## src/rtl/mips_pkg.sv

```systemverilog
// Shared MIPS core types: word width, NOP encoding and the fetch-queue entry.
package mips_pkg;

  localparam int unsigned WORD_W = 32;
  localparam logic [WORD_W-1:0] INSTR_NOP = 32'h0000_0000;

  typedef struct packed {
    logic [WORD_W-1:0] instr;
    logic [WORD_W-1:0] pc;
  } fetch_entry_t;

  function automatic logic [WORD_W-1:0] pc_plus4(input logic [WORD_W-1:0] pc);
    return pc + WORD_W'(4);
  endfunction

endpackage

```

## src/rtl/mips_fetch_stage_if.sv

```systemverilog
// Fetch-stage bus: instruction-memory read port, control inputs and the decode handshake.
interface mips_fetch_stage_if #(
  parameter int unsigned IMEM_AW = 10
);
  import mips_pkg::*;

  logic                 imem_en;
  logic [IMEM_AW-1:0]   imem_addr;
  logic [WORD_W-1:0]    imem_rdata;
  logic                 halt;
  logic                 redirect_valid;
  logic [WORD_W-1:0]    redirect_pc;
  logic                 id_valid;
  logic                 id_ready;
  logic [WORD_W-1:0]    id_instr;
  logic [WORD_W-1:0]    id_pc;
  logic [WORD_W-1:0]    id_pc_plus4;

  modport master (
    output imem_en, imem_addr, id_valid, id_instr, id_pc, id_pc_plus4,
    input  imem_rdata, halt, redirect_valid, redirect_pc, id_ready
  );

  modport slave (
    input  imem_en, imem_addr, id_valid, id_instr, id_pc, id_pc_plus4,
    output imem_rdata, halt, redirect_valid, redirect_pc, id_ready
  );

endinterface

```

## src/rtl/mips_fetch_fifo.sv

```systemverilog
// Two-entry fetch queue of {instr, pc}; flush beats push and pop.
module mips_fetch_fifo
  import mips_pkg::*;
(
  input  logic         clk,
  input  logic         reset,
  input  logic         push,
  input  fetch_entry_t push_data,
  input  logic         pop,
  input  logic         flush,
  output fetch_entry_t head,
  output logic         full,
  output logic         empty,
  output logic [1:0]   count
);

  fetch_entry_t mem_q [2];
  logic         wr_ptr_q;
  logic         rd_ptr_q;
  logic [1:0]   count_q;
  logic         push_ok_c;
  logic         pop_ok_c;

  always_comb begin
    pop_ok_c  = pop & (count_q != 2'd0);
    push_ok_c = push & ((count_q != 2'd2) | pop_ok_c);
  end

  always_ff @(posedge clk) begin
    if (!reset) begin
      mem_q[0] <= '0;
      mem_q[1] <= '0;
      wr_ptr_q <= 1'b0;
      rd_ptr_q <= 1'b0;
      count_q  <= 2'd0;
    end else if (flush) begin
      wr_ptr_q <= 1'b0;
      rd_ptr_q <= 1'b0;
      count_q  <= 2'd0;
    end else begin
      if (push_ok_c) begin
        mem_q[wr_ptr_q] <= push_data;
        wr_ptr_q        <= ~wr_ptr_q;
      end
      if (pop_ok_c) begin
        rd_ptr_q <= ~rd_ptr_q;
      end
      count_q <= count_q + 2'(push_ok_c) - 2'(pop_ok_c);
    end
  end

  assign head  = mem_q[rd_ptr_q];
  assign full  = (count_q == 2'd2);
  assign empty = (count_q == 2'd0);
  assign count = count_q;

endmodule

```

## src/rtl/mips_fetch_stage.sv

```systemverilog
// MIPS instruction-fetch front end: PC, synchronous imem reads, 2-deep queue to decode.
// Optional FETCH_PERF_CNT_EN adds saturating fetched/stall/flush counters.
module mips_fetch_stage
  import mips_pkg::*;
#(
  parameter logic [WORD_W-1:0] RESET_PC = 32'h0000_0000,
  parameter int unsigned       IMEM_AW  = 10
) (
  input  logic              clk,
  input  logic              reset,
  mips_fetch_stage_if.master bus
`ifdef FETCH_PERF_CNT_EN
  ,
  output logic [31:0]       perf_fetched,
  output logic [31:0]       perf_stall,
  output logic [15:0]       perf_flush
`endif
);

  logic [WORD_W-1:0] pc_q;
  logic              inflight_q;
  logic [WORD_W-1:0] inflight_pc_q;
  logic              kill_q;
  fetch_entry_t      hold_q;

  fetch_entry_t      fifo_head;
  fetch_entry_t      push_entry_c;
  logic              fifo_empty;
  logic              fifo_full_unused;
  logic [1:0]        fifo_count;

  logic              id_valid_c;
  logic              pop_c;
  logic              push_c;
  logic              issue_c;
  logic [2:0]        occ_sum_c;
  fetch_entry_t      id_entry_c;
  logic              unused_redirect_lsb;

  // Issue only if the queue can absorb every outstanding response after this cycle's pop.
  always_comb begin
    id_valid_c   = ~fifo_empty;
    pop_c        = id_valid_c & bus.id_ready;
    occ_sum_c    = 3'(fifo_count) + 3'(inflight_q);
    issue_c      = reset & ~bus.halt & ~bus.redirect_valid &
                   (occ_sum_c < (3'd2 + 3'(pop_c)));
    push_c       = inflight_q & ~kill_q & ~bus.redirect_valid;
    push_entry_c = '{instr: bus.imem_rdata, pc: inflight_pc_q};
    id_entry_c   = fifo_empty ? hold_q : fifo_head;
  end

  mips_fetch_fifo u_fifo (
    .clk       (clk),
    .reset     (reset),
    .push      (push_c),
    .push_data (push_entry_c),
    .pop       (pop_c),
    .flush     (bus.redirect_valid),
    .head      (fifo_head),
    .full      (fifo_full_unused),
    .empty     (fifo_empty),
    .count     (fifo_count)
  );

  // PC, in-flight tracking, and the last presented entry held while the queue is empty.
  always_ff @(posedge clk) begin
    if (!reset) begin
      pc_q          <= RESET_PC;
      inflight_q    <= 1'b0;
      inflight_pc_q <= '0;
      kill_q        <= 1'b0;
      hold_q        <= '{instr: INSTR_NOP, pc: '0};
    end else begin
      kill_q     <= bus.redirect_valid;
      inflight_q <= issue_c;
      if (issue_c) begin
        inflight_pc_q <= pc_q;
        pc_q          <= pc_plus4(pc_q);
      end
      if (bus.redirect_valid) begin
        pc_q <= {bus.redirect_pc[WORD_W-1:2], 2'b00};
      end
      if (!fifo_empty) begin
        hold_q <= fifo_head;
      end
    end
  end

  assign unused_redirect_lsb = ^bus.redirect_pc[1:0];

  assign bus.imem_en     = issue_c;
  assign bus.imem_addr   = pc_q[IMEM_AW+1:2];
  assign bus.id_valid    = id_valid_c;
  assign bus.id_instr    = id_entry_c.instr;
  assign bus.id_pc       = id_entry_c.pc;
  assign bus.id_pc_plus4 = pc_plus4(id_entry_c.pc);

`ifdef FETCH_PERF_CNT_EN
  // Saturating event counters.
  always_ff @(posedge clk) begin
    if (!reset) begin
      perf_fetched <= 32'd0;
      perf_stall   <= 32'd0;
      perf_flush   <= 16'd0;
    end else begin
      if (pop_c && (perf_fetched != '1)) begin
        perf_fetched <= perf_fetched + 32'd1;
      end
      if (id_valid_c && !bus.id_ready && (perf_stall != '1)) begin
        perf_stall <= perf_stall + 32'd1;
      end
      if (bus.redirect_valid && (perf_flush != '1)) begin
        perf_flush <= perf_flush + 16'd1;
      end
    end
  end
`endif

endmodule
```

## src/flat_wrapper.sv

```systemverilog
// flat-port wrapper written by rule: the top's interface ports become plain ports
module mips_fetch_stage_flat import mips_pkg::*;
#(
  parameter logic [WORD_W-1:0] RESET_PC = 32'h0000_0000,
  parameter int unsigned       IMEM_AW  = 10
)
  (clk, reset, bus_imem_en, bus_imem_addr, bus_id_valid, bus_id_instr, bus_id_pc, bus_id_pc_plus4, bus_imem_rdata, bus_halt, bus_redirect_valid, bus_redirect_pc, bus_id_ready);
  mips_fetch_stage_if #(.IMEM_AW(IMEM_AW)) bus_i ();
  input  logic clk;
  input  logic reset;
  output wire logic [$bits(bus_i.imem_en)-1:0] bus_imem_en;
  output wire logic [$bits(bus_i.imem_addr)-1:0] bus_imem_addr;
  output wire logic [$bits(bus_i.id_valid)-1:0] bus_id_valid;
  output wire logic [$bits(bus_i.id_instr)-1:0] bus_id_instr;
  output wire logic [$bits(bus_i.id_pc)-1:0] bus_id_pc;
  output wire logic [$bits(bus_i.id_pc_plus4)-1:0] bus_id_pc_plus4;
  input wire logic [$bits(bus_i.imem_rdata)-1:0] bus_imem_rdata;
  input wire logic [$bits(bus_i.halt)-1:0] bus_halt;
  input wire logic [$bits(bus_i.redirect_valid)-1:0] bus_redirect_valid;
  input wire logic [$bits(bus_i.redirect_pc)-1:0] bus_redirect_pc;
  input wire logic [$bits(bus_i.id_ready)-1:0] bus_id_ready;
  assign bus_imem_en = bus_i.imem_en;
  assign bus_imem_addr = bus_i.imem_addr;
  assign bus_id_valid = bus_i.id_valid;
  assign bus_id_instr = bus_i.id_instr;
  assign bus_id_pc = bus_i.id_pc;
  assign bus_id_pc_plus4 = bus_i.id_pc_plus4;
  assign bus_i.imem_rdata = bus_imem_rdata;
  assign bus_i.halt = bus_halt;
  assign bus_i.redirect_valid = bus_redirect_valid;
  assign bus_i.redirect_pc = bus_redirect_pc;
  assign bus_i.id_ready = bus_id_ready;
  mips_fetch_stage #(.RESET_PC(RESET_PC), .IMEM_AW(IMEM_AW)) u_core (.clk(clk), .reset(reset), .bus(bus_i));
endmodule
```

## config.mk

```make
export PLATFORM = sky130hd
export DESIGN_NAME = mips_fetch_stage_flat
export DESIGN_NICKNAME = d
export VERILOG_FILES = /design/src/rtl/mips_pkg.sv /design/src/rtl/mips_fetch_stage_if.sv /design/src/rtl/mips_fetch_fifo.sv /design/src/rtl/mips_fetch_stage.sv /design/src/flat_wrapper.sv
export SDC_FILE = /design/constraint.sdc
export NUM_CORES = 1
export LEC_CHECK = 0
export BUFFER_PORTS_ARGS = -buffer_cell sky130_fd_sc_hd__buf_2
export CAP_MARGIN = 20
export CELL_PAD_IN_SITES_DETAIL_PLACEMENT = 1
export CELL_PAD_IN_SITES_GLOBAL_PLACEMENT = 2
export CORE_ASPECT_RATIO = 0.6
export CORE_MARGIN = 1.5
export CORE_UTILIZATION = 33
export CTS_CLUSTER_SIZE = 25
export DETAILED_ROUTE_END_ITERATION = 16
export PLACE_DENSITY = 0.78
export SLEW_MARGIN = 30
export SYNTH_ARGS = -nofsm -noshare
export SYNTH_HDL_FRONTEND = slang
export SYNTH_SLANG_ARGS = --single-unit
```

## constraint.sdc

```tcl
create_clock -name clk -period 6.38 [get_ports clk]
set_input_delay 0.319 -clock clk [delete_from_list [all_inputs] [get_ports clk]]
set_output_delay 0.319 -clock clk [all_outputs]
set_load 0.05 [all_outputs]
```

==> metrics, run 1 <==
Worst-path clk slew 0.06 ns; Post-synth ARST share 0%; Post-Place Cells 1,659; Ys Warns 0; Post-CTS Hold Buffers 0; launching point of the worst reg2reg path u_core.u_fifo.count[1]; synthesized instance count 1,096; Rel. slew slack 36.6%; Yosys reg bits 255; Synth Cell Area 11,500 um2; Total GRT Usage 17.6%; DR iter-0 viols 410; Max Transition Viols Final 0; setup repair bufs after CTS 0; Pre-antenna DRT Iters 5; Sink Count 255; via count 8,334; Worst Path Max Fanout 41; ranking of synthesized cells by area edfxtp_1 (32%), dfxtp_1 (23%), and2_1 (9.4%); commonest non-fill, non-tap cell in the layout buf_2; clk_skew 0.0294 ns; share of cells above drive strength 1 21.8%; EDFF count, synth 124; Detailed Place HPWL 21,100 um; Hold Vio Cnt, Final 0; # nets final 1,304; Clock Latency Late Sink 0.55 ns; Routed Antenna Nets 0; final worst-path cycle share 70.4%; critical path class register to output pin; DRC 0; number of port buffers 174; top-area cell type share of the netlist area 32.5%; non-filler cells, final 1,710; core area 34,000 um2; worst slew pin tran 0.950 ns; RSZ-0062 raised after global routing false; WP data required 6.06 ns; synthesized area per cell 10.5 um2; Max VDD drop 0.170 mV; synthesis-to-finish area growth 17.8%; first-pass GRT wire length 49,000 um; Hold Path Class primary input to register; Die Y 147 um; Synthesized Nets 1,170; DIE WIDTH 244 um; leakage power 0.00542 uW; H-tree depth 1; routability-driven placement congestion ratio 0.794; WP data arrival 4.17 ns; WL/cell 18.6 um; most frequent cells in the layout buf_2 (174), and2_1 (172), nand2_1 (136), dfxtp_1 (130), edfxtp_1 (124); initial core utilization 33.8%; Seq/Total Area, Yosys 55.3%; Max-Cap Viols 0; Max Root-Sink Buffers 3; grt ovf 0; vias in the first global route 8,301; full die area 35,900 um2; Synth Flop Type dfxtp_1; cell taking the most area after synthesis edfxtp_1; hold path start bus_redirect_pc[2]; Vias/cell 4.87; status completed; Resized cells post-CTS 0; Row Count 52; drt total wl 31,800 um; CTS tree built; Final Setup Violations 0; initial antenna violation count 0; Top Ports 177; fin crit period 4.49 ns; Num CTS Buffers 27; crit start category register; crit end category output pin; Max Fclk 223 MHz; sum of negative setup slack 0 ns; pwr dens 269 nW/um2; post-synthesis cell type count 60; Root Driver clkbuf_16; CP startpoint u_core.u_fifo.count[1]; # diodes 0; largest net degree at the start of global routing 78
-- metrics by stage --
step / util [%] / setup WS [ns] / power [uW] / area [um2] / hold WS (ns)
2_1_floorplan: - / 0.408 / 2000 / 11500 / 0.436
3_3_place_gp: 37.1 / 2.12 / 2080 / 12600 / 0.453
3_5_place_dp: 37.1 / 2.05 / 2090 / 12600 / 0.459
4_1_cts: 39.7 / 1.47 / 3680 / 13500 / 0.00175
5_1_grt: 39.8 / 1.55 / 3770 / 13500 / 0.00536
6_report: 39.8 / 1.89 / 3630 / 13500 / 0.0151
-- cell usage after synthesis (14+ instances only) --
cell type,instances
a21oi_1,69
and2_1,172
buf_4,14
clkbuf_1,45
dfxtp_1,131
edfxtp_1,124
inv_1,25
mux2_2,17
mux2i_1,62
nand2_1,137
nor2_1,45
nor3_1,28
o21ai_0,50
xnor2_1,25
-- cell type report --
cell class | instances | area (um2)
clock inverter | 12 | 138
clock buffer | 38 | 737
timing repair buffer | 186 | 973
tap | 459 | 574
multi-input combinational | 732 | 4620
inverter | 28 | 113
sequential | 255 | 6350
fill | 3836 | 20500
-- critical path, cell delays in order (launching register included) --
cell and delay (ns):
dfxtp_1 0.61, nor2_8 0.64, inv_8 0.22, a21oi_2 0.39, nor4b_4 0.50, nand4_4 0.35
nor4b_2 0.39, xnor2_1 0.16, buf_2 0.31
-- state kept, by name (all words and copies together) (netlist names), named ones only --
register,count
u_core.u_fifo.count,2
u_core.inflight_pc_q,30
u_core.u_fifo.wr_ptr_q,1
u_core.pc_q,30
u_core.u_fifo.mem_q,124
u_core.inflight_q,1
u_core.hold_q,64
u_core.u_fifo.rd_ptr_q,1
u_core.kill_q,1
-- logic make-up (layout without fill, tap and decap cells) --
| group | Yosys count | after routing | share of synthesized area (%) |
|---|---|---|---|
| buf+inv | 109 | 264 | 4.66 |
| simple gates | 449 | 449 | 21.4 |
| flops | 255 | 255 | 55.3 |
| mux | 79 | 79 | 7.08 |
| fa+ha+maj | 5 | 5 | 0.546 |
| xor+xnor | 33 | 33 | 2.52 |
| compound gates | 166 | 166 | 8.40 |
-- routing by layer --
layer  up-vias  GRT usage, %  routed length (um)
li1       4041             -                   -
met1      4115          25.6               15900
met2       144          27.7               14300
met3        34          2.87                1200
met4         0          2.96                 449
met5         -             0                   0
-- path summary, 6_finish.rpt --
kind	end	slack [ns]	cells past startpoint
max	bus_id_pc_plus4[31]	1.89	8
min	u_core.pc_q[2]	0.02	2
max reg2reg	u_core.pc_q[21]	2.83	8
min reg2reg	u_core.inflight_pc_q[30]	0.46	2
-- where the power goes --
| part | leakage (uW) | switching, uW | internal, uW |
|---|---|---|---|
| clock network | 0.000425 | 654 | 926 |
| registers | 0.00234 | 32.0 | 1760 |
| logic | 0.00265 | 182 | 69.2 |
| total | 0.00542 | 869 | 2760 |
(Power assumes the default switching activity.)
==> run 2: changes to the inputs <==
- ABC_AREA: not set -> 1
- CORE_UTILIZATION: 33 -> 30
- clock period: 6.38 -> 4 ns (I/O delays scaled with it)
==> metrics, run 2 <==
status completed; fin crit period 3.67 ns; via count 10,908; WL/cell 17.0 um; Root Driver clkbuf_16; Top Ports 177; biggest regs u_core.u_fifo.mem_q (124), u_core.hold_q (64); CP max-delay cell buf_4; pwr dens 405 nW/um2; Hold Vio Cnt, Final 0; CP endpoint bus_id_pc_plus4[24]; worst slew pin tran 0.838 ns; vias in the first global route 11,332; WL met1 19,600 um; WP data arrival 3.47 ns; Vias/cell 4.68; Max VDD drop 0.297 mV; met3 WL 1310 um; cell taking the most area after synthesis edfxtp_1; full die area 42,200 um2; sum of negative setup slack 0 ns; clk_skew 0.00933 ns; Crit path largest cell delay 0.65 ns; # diodes 0; Max-Cap Viols 0; top layer in use met5; Hold Path Class primary input to register; worst hold slack 0.0311 ns; Detailed Place HPWL 26,500 um; Num CTS Buffers 27; Routed Antenna Nets 0; Final Setup Violations 0; CTS tree built; Sink Count 255; Total GRT Usage 18.7%; Pre-antenna DRT Iters 5; DIE WIDTH 264 um; met2 wire length 18,100 um; Seq/Total Area, Yosys 51.7%; crit path cell chain buf_4 > nand2_1 > nand2_1 > nand2_1 > nand2_2 > ha_1 > nand3_2 > inv_2 > nand2_1 > nor2_2 > nand3_1 > nand2_1 > buf_2; WP data required 3.80 ns; Synth Cell Area 12,300 um2; Worst Path Max Fanout 62; Yosys reg bits 255; Max Transition Viols Final 0; synthesized area per cell 7.71 um2; launching point of the worst reg2reg path u_core.u_fifo.count[1]; list of most frequent post-synthesis cells nand2_1 (456), nor2_1 (277), inv_1 (149); drt total wl 39,600 um; Rel. slew slack 44.1%; most frequent CP cell nand2_1; Tot Pwr 6060 uW; R2R setup slack 1.27 ns; synthesized instance count 1,593; Worst-path clk slew 0.07 ns; Post-synth ARST share 0%; initial core utilization 30.4%; leakage power 0.00661 uW; Ys Warns 0; Max Root-Sink Buffers 3; share of cells above drive strength 1 15.3%; Worst R2R End u_core.u_fifo.mem_q[1][37]; commonest non-fill, non-tap cell in the layout nand2_1; Synth Flop Type dfxtp_1; initial antenna violation count 1; most frequent cells in the layout nand2_1 (454), nor2_1 (277), buf_2 (174), inv_1 (149), dfxtp_1 (130); Clock Latency Late Sink 0.55 ns; r2r worst-path depth 7; DRC 0; crit end category output pin; EDFF count, synth 124; Synthesized Nets 1,667; DR iter-0 viols 545; RSZ-0062 raised after global routing false; final worst-path cycle share 91.8%; routability-driven placement congestion ratio 0.860; synthesis-to-finish area growth 21.9%; largest net degree at the start of global routing 69; ranking of synthesized cells by area edfxtp_1 (30%), dfxtp_1 (21%), nand2_1 (14%); H-tree depth 1; number of port buffers 174; post-synthesis cell type count 37; grt ovf 0; Row Count 57; first-pass GRT wire length 62,800 um; top-area cell type share of the netlist area 30.3%; crit start category register; critical path class register to output pin; max reg flops 124; core area 40,400 um2; # nets final 1,853; most frequent cell after synthesis nand2_1; Largest Register u_core.u_fifo.mem_q; Die Y 160 um; Max Fclk 272 MHz; Resized cells post-CTS 0
run 2: cell types whose count changed in the layout (fill, tap and decap cells not counted), moves of 18 or more:
cell / change
a21oi_1: +47
and2_1: -139
dlygate4sd3_1: +56
inv_1: +124
mux2i_1: -62
nand2_1: +318
nand3_1: +63
nor2_1: +233
nor3_1: -18
xnor2_1: -18
run 2: layout make-up:
cell class	count	area, um2
clock buffers	31	701
clock inverters	19	205
fillers	4897	25500
inverters	159	602
multi-input cells	1094	4870
flip-flops and latches	255	6350
well taps	531	664
repair buffers	242	1570
run 2: metal layers:
metal	up-vias	global-route usage (%)
li1	5378	-
met2	157	31.3
met4	2	3.00
met3	40	2.53
met1	5331	26.2
met5	-	0
run 2: timing repair:
action                                  in CTS  in global routing
setup buffers                                0                  0
endpoints found under the setup margin       0                  0
hold buffers                                56                  0
endpoints found under the hold margin       88                  0
run 2: logic make-up (layout without fill, tap and decap cells):
family	Yosys count	after routing	share of synthesized area, %
and+or+nand+nor	891	891	29.8
DFF	255	255	51.7
buffers and inverters	244	451	8.70
AOI/OAI and AO/OA	168	168	7.16
xor gates and xnor gates	30	30	2.14
adders and majority gates	5	5	0.509
run 2: power by group:
part / leakage, uW / internal [uW] / switching [uW] / total, uW
registers: 0.00236 / 2820 / 53.8 / 2880
logic: 0.00381 / 167 / 397 / 564
clock network: 0.000439 / 1520 / 1100 / 2620
total: 0.00661 / 4510 / 1550 / 6060
run 2: worst min path at each step:
stage | from | cells after the start | to
global route | bus_redirect_pc[14] | 5 | u_core.pc_q[14]
detailed placement | u_core.hold_q[0] | 2 | u_core.hold_q[0]
finish | bus_redirect_pc[14] | 5 | u_core.pc_q[14]
floorplan | bus_redirect_pc[2] | 1 | u_core.pc_q[2]
global placement | u_core.hold_q[0] | 2 | u_core.hold_q[0]
CTS | bus_id_ready | 3 | register
run 2: worst max-delay path: cells and delay by family (launching register included):
kind | cells | cell delay (ns)
simple gates | 9 | 1.25
buf+inv | 3 | 1.04
flops | 1 | 0.35
fa+ha+maj | 1 | 0.24
run 2: per-stage QoR:
step | worst slack (ns) | util (%) | cells | area [um2]
6_report | 0.326 | 37.0 | 2331 | 15000
5_1_grt | 0.0618 | 37.0 | 2331 | 15000
2_1_floorplan | 0.942 | - | 1593 | 12300
3_5_place_dp | 0.900 | 33.4 | 2225 | 13500
3_3_place_gp | 0.948 | 33.4 | 2225 | 13500
4_1_cts | 0.263 | 37.0 | 2331 | 15000
